`src/rtl/repeated_sub_divider_pkg.sv`:
```
// Shared definitions for the repeated-subtraction divider: default width and controller states.
package repeated_sub_divider_pkg;

  localparam int unsigned DEFAULT_WIDTH = 16;

  typedef enum logic [2:0] {
    IDLE   = 3'd0,
    LOAD_A = 3'd1,
    LOAD_B = 3'd2,
    CALC   = 3'd3,
    FIN    = 3'd4
  } div_state_t;

endpackage

```
`src/rtl/repeated_sub_divider_div_sub_cmp.sv`:
```
// Combinational compare/subtract step: GE = rem >= divisor, DIFF = rem - divisor when GE holds.
module div_sub_cmp #(
  parameter int unsigned WIDTH = 16
) (
  input  logic [WIDTH-1:0] rem_val,
  input  logic [WIDTH-1:0] divisor,
  output logic             ge,
  output logic [WIDTH-1:0] diff
);

  always_comb begin
    ge   = (rem_val >= divisor);
    diff = ge ? (rem_val - divisor) : '0;
  end

endmodule

```
`src/rtl/repeated_sub_divider.sv`:
```
// Sequential unsigned divider: loads dividend then divisor over DATA_IN, then subtracts once per cycle.
module repeated_sub_divider
  import repeated_sub_divider_pkg::*;
#(
  parameter int unsigned WIDTH = DEFAULT_WIDTH
) (
  input  logic             CLK,
  input  logic             RST_N,
  input  logic             START,
  input  logic [WIDTH-1:0] DATA_IN,
  output logic [WIDTH-1:0] QUOT,
  output logic [WIDTH-1:0] REM,
  output logic             BUSY,
  output logic             DONE,
  output logic             DIVZ
);

  div_state_t       state, next_state;
  logic [WIDTH-1:0] quot_q, rem_q, divisor_q;
  logic             divz_q;
  logic             start_op, ld_a, ld_b, sub_en;
  logic             ge;
  logic [WIDTH-1:0] diff;

  div_sub_cmp #(.WIDTH(WIDTH)) u_sub_cmp (
    .rem_val (rem_q),
    .divisor (divisor_q),
    .ge      (ge),
    .diff    (diff)
  );

  always_ff @(posedge CLK or negedge RST_N) begin
    if (!RST_N) state <= IDLE;
    else        state <= next_state;
  end

  always_comb begin
    next_state = state;
    start_op   = 1'b0;
    ld_a       = 1'b0;
    ld_b       = 1'b0;
    sub_en     = 1'b0;
    case (state)
      IDLE: begin
        if (START) begin
          start_op   = 1'b1;
          next_state = LOAD_A;
        end
      end
      LOAD_A: begin
        ld_a       = 1'b1;
        next_state = LOAD_B;
      end
      LOAD_B: begin
        ld_b       = 1'b1;
        next_state = (DATA_IN == '0) ? FIN : CALC;
      end
      CALC: begin
        if (ge) sub_en = 1'b1;
        else    next_state = FIN;
      end
      FIN:     next_state = IDLE;
      default: next_state = IDLE;
    endcase
  end

  // Divide-by-zero is decided from DATA_IN directly so FIN follows LOAD_B without a CALC pass.
  always_ff @(posedge CLK or negedge RST_N) begin
    if (!RST_N) begin
      quot_q    <= '0;
      rem_q     <= '0;
      divisor_q <= '0;
      divz_q    <= 1'b0;
    end else begin
      if (start_op) begin
        quot_q <= '0;
        divz_q <= 1'b0;
      end
      if (ld_a) rem_q <= DATA_IN;
      if (ld_b) begin
        divisor_q <= DATA_IN;
        if (DATA_IN == '0) begin
          divz_q <= 1'b1;
          quot_q <= '1;
        end
      end
      if (sub_en) begin
        rem_q  <= diff;
        quot_q <= quot_q + WIDTH'(1);
      end
    end
  end

  always_comb begin
    QUOT = quot_q;
    REM  = rem_q;
    DIVZ = divz_q;
    DONE = (state == FIN);
    BUSY = (state != IDLE);
  end

endmodule

```
`config.mk`:
```
export PLATFORM = sky130hd
export DESIGN_NAME = repeated_sub_divider
export DESIGN_NICKNAME = d
export VERILOG_FILES = /design/src/rtl/repeated_sub_divider_pkg.sv /design/src/rtl/repeated_sub_divider_div_sub_cmp.sv /design/src/rtl/repeated_sub_divider.sv
export SDC_FILE = /design/constraint.sdc
export NUM_CORES = 1
export LEC_CHECK = 0
export BUFFER_PORTS_ARGS = -buffer_cell sky130_fd_sc_hd__buf_2
export CAP_MARGIN = 20
export CORE_ASPECT_RATIO = 1.75
export CORE_UTILIZATION = 57
export CTS_CLUSTER_SIZE = 12
export DETAILED_ROUTE_END_ITERATION = 16
export PLACE_DENSITY_LB_ADDON = 0.25
export SYNTH_ARGS = -nofsm -noshare
export SYNTH_HDL_FRONTEND = slang
export SYNTH_SLANG_ARGS = --single-unit
```
`constraint.sdc`:
```
create_clock -name CLK -period 3.2 [get_ports CLK]
set_clock_uncertainty 0.15 [all_clocks]
set_input_delay 0.64 -clock CLK [delete_from_list [all_inputs] [get_ports CLK]]
set_output_delay 0.64 -clock CLK [all_outputs]
set_load 0.05 [all_outputs]
```
==> results.json <==
{
  "floorplan.io_pins": 54,
  "cts_made_buffers": 5,
  "placedInstanceArea_sq_um": 3700,
  "pins_over_slew_limit": 0,
  "worst_max_slew_margin_expressed_relative_to_the_limit_pct": 58.0,
  "final_net_count": 463,
  "synth.yosys.seq_area_share_pct": 38.9,
  "grt_pass1_vias": 3031,
  "rsz_0062_raised_after_global_routing": "false",
  "initial_core_utilization_pct": 59.4,
  "syn-mean-instance-area_sq_um": 9.01,
  "port-buffer-count": 53,
  "grt_antenna_before_repair": 0,
  "hp-class": "in -> async",
  "synth.ff_latch_count": 52,
  "setup_violations": 0,
  "synth-main-ff-cell": "sky130_fd_sc_hd__dfrtp_1",
  "synth-edff-count": 0,
  "fin_crit_sh_pct": 93.3,
  "dieArea_sq_um": 6190,
  "post_cts_buffers": 0,
  "antenna_cells_inserted": 0,
  "maximum_clock_insertion_buffer_count": 2,
  "cts_tree": "yes",
  "critical_path_arrival_ns": 3.07,
  "wl_per_cell_microns": 17.9,
  "post_synth_inst_count": 371,
  "required_ns": 3.29,
  "skew_pair_late_insertion_delay_ns": 0.33,
  "final.setup.tns_ns": 0,
  "crit_fanout": 13,
  "root_buffer": "sky130_fd_sc_hd__clkbuf_8",
  "max_cap_violations": 0,
  "ctsHtreeMaxLevel": 2,
  "via_count": 3126,
  "final_layout_size_suffix_gt1_share_pct": 20.8,
  "setup.worst_path.end_class": "flip-flop",
  "dp_hpwl_microns": 6910,
  "drt_wl_total_microns": 9030,
  "rows": 36,
  "first_pass_iteration_count_of_the_detailed_router": 4,
  "tightestPinTransition_ns": 0.626,
  "hold_viol": 0,
  "grt_overflow_total": 0,
  "cts_hold_buffers": 0,
  "number_of_nets_produced_by_synthesis": 408,
  "clkSlewWorstSetupHoldPaths_ns": 0.10,
  "dieHeight_microns": 103,
  "synthToLayoutAreaGrowth_pct": 13.5,
  "drt_drc_violations_left": 0,
  "crit_type": "reg -> reg",
  "stdcell_area_sq_um": 3800,
  "routed_via_density": 6.21,
  "synth.yosys.warnings": 0,
  "die_width_microns": 59.9,
  "gp_congestion": 1.00,
  "achievable-frequency_mhz": 335,
  "first_pass_grt_wire_length_microns": 14700,
  "run_status": "complete, no violations",
  "grt_max_degree": 33,
  "grt_usage_pct": 32.4,
  "finalWorstPathRequiredPeriod_ns": 2.99,
  "synth-async-reset-ratio_pct": 100,
  "cts_resized": 0,
  "core_area_sq_um": 5630,
  "first_iter_violations": 139,
  "setup.worst_path.start_class": "flip-flop",
  "synth_cell_type_count": 57,
  "mapped_area_sq_um": 3340,
  "antenna_left": 0,
  "cts_num_sinks": 52
}
==> critical path: stages (launching register included) <==
cell and delay (ns):
sky130_fd_sc_hd__dfrtp_1 0.39, sky130_fd_sc_hd__inv_1 0.05, sky130_fd_sc_hd__ha_1 0.22, sky130_fd_sc_hd__fa_1 0.40, sky130_fd_sc_hd__nand2b_1 0.18, sky130_fd_sc_hd__a21oi_1 0.23
sky130_fd_sc_hd__o2111ai_2 0.24, sky130_fd_sc_hd__a21boi_2 0.57, sky130_fd_sc_hd__nand4_1 0.19, sky130_fd_sc_hd__a221oi_2 0.26
==> worst paths after layout <==
path                       slack [ns]  depth (start not counted)  startpoint           end
min reg2reg                      0.34                          1        DIVZ          DIVZ
max reg2reg                      0.21                          9      REM[0]       QUOT[5]
min                              0.14                          1       RST_N  divisor_q[1]
max in group asynchronous        1.99                          2       RST_N       QUOT[0]
min in group CLK                 0.34                          1        DIVZ          DIVZ
max                              0.21                          9      REM[0]       QUOT[5]
==> cells by family (layout without fill, tap and decap cells) <==
kind of cell | count (synthesis) | in the layout | share of synthesized area [%]
buf+inv | 44 | 100 | 5.69
flops | 52 | 52 | 38.9
simple gates | 107 | 107 | 15.9
compound gates | 131 | 131 | 27.1
mux | 7 | 7 | 2.28
xor+xnor | 12 | 12 | 3.14
fa+ha+maj | 18 | 18 | 6.96
==> synth_stat cells, drive strengths merged, types with 4 or more instances <==
| cell type | number | area [sq um] |
|---|---|---|
| a211oi | 13 | 97.6 |
| a21oi | 23 | 126 |
| a311oi | 10 | 87.6 |
| a31oi | 6 | 37.5 |
| and2 | 7 | 46.3 |
| and3 | 13 | 81.3 |
| and4 | 4 | 35.0 |
| buf | 11 | 66.3 |
| clkbuf | 6 | 22.5 |
| dfrtp | 52 | 1300 |
| ha | 17 | 213 |
| inv | 27 | 101 |
| mux2i | 5 | 50.1 |
| nand2 | 38 | 143 |
| nor2 | 20 | 75.1 |
| nor2b | 4 | 25.0 |
| nor3 | 6 | 35.0 |
| nor4 | 5 | 31.3 |
| o21a | 5 | 37.5 |
| o21ai | 38 | 190 |
| o22ai | 10 | 62.6 |
| xnor2 | 9 | 78.8 |
==> through the flow <==
stage	setup WS, ns	hold slack [ns]	util (%)	cells
2_1_floorplan	0.182	0.194	-	371
3_3_place_gp	0.344	0.306	65.8	495
3_5_place_dp	0.268	0.317	65.8	495
4_1_cts	0.212	0.163	67.4	503
5_1_grt	0.0142	0.178	67.4	503
6_report	0.214	0.143	67.4	503
==> routing by layer <==
layer | part of all wire [%] | vias to the layer above | global-route usage (%) | wire [microns]
met5 | 0 | - | 0 | 0
met4 | 5.3 | 0 | 20.2 | 478
met3 | 4.7 | 30 | 5.72 | 427
met2 | 53 | 108 | 56.1 | 4770
met1 | 37 | 1505 | 35.9 | 3350
li1 | - | 1483 | - | -
==> layout by cell type, fill, tap and decap left out, types with 4 or more instances in the layout <==
cell type                  synthesis  final
sky130_fd_sc_hd__ha_1             17     17
sky130_fd_sc_hd__nor3_1            5      5
sky130_fd_sc_hd__and2_1            5      5
sky130_fd_sc_hd__dfrtp_1          52     52
sky130_fd_sc_hd__and3_1           13     13
sky130_fd_sc_hd__buf_2             8     53
sky130_fd_sc_hd__buf_4             0     12
sky130_fd_sc_hd__o22ai_1          10     10
sky130_fd_sc_hd__a21oi_1          20     20
sky130_fd_sc_hd__a211oi_1         13     13
sky130_fd_sc_hd__nand2_1          38     38
sky130_fd_sc_hd__xnor2_1           9      9
sky130_fd_sc_hd__a31oi_1           6      6
sky130_fd_sc_hd__nor2b_1           4      4
sky130_fd_sc_hd__inv_1            27     27
sky130_fd_sc_hd__clkbuf_8          0      5
sky130_fd_sc_hd__mux2i_1           5      5
sky130_fd_sc_hd__a311oi_1         10     10
sky130_fd_sc_hd__o21a_1            5      5
sky130_fd_sc_hd__o21ai_0          36     36
sky130_fd_sc_hd__nor2_1           20     20
sky130_fd_sc_hd__nor4_1            5      5
sky130_fd_sc_hd__and4_1            4      4
==> sequential cells by signal, indices dropped and copies added, names as in the netlist <==
register / count
QUOT: 16
DIVZ: 1
state: 3
REM: 16
divisor_q: 16
==> final cells by class <==
cell class | count | area (sq um)
multi-input combinational | 275 | 1850
fill | 489 | 1830
sequential | 52 | 1300
timing repair buffer | 65 | 355
inverter | 27 | 101
tap | 76 | 95.1
clock buffer | 5 | 68.8
clock inverter | 3 | 22.5
Power is not shown: default switching activity piles up to over one toggle a cycle in this logic, so the estimate is an artifact.
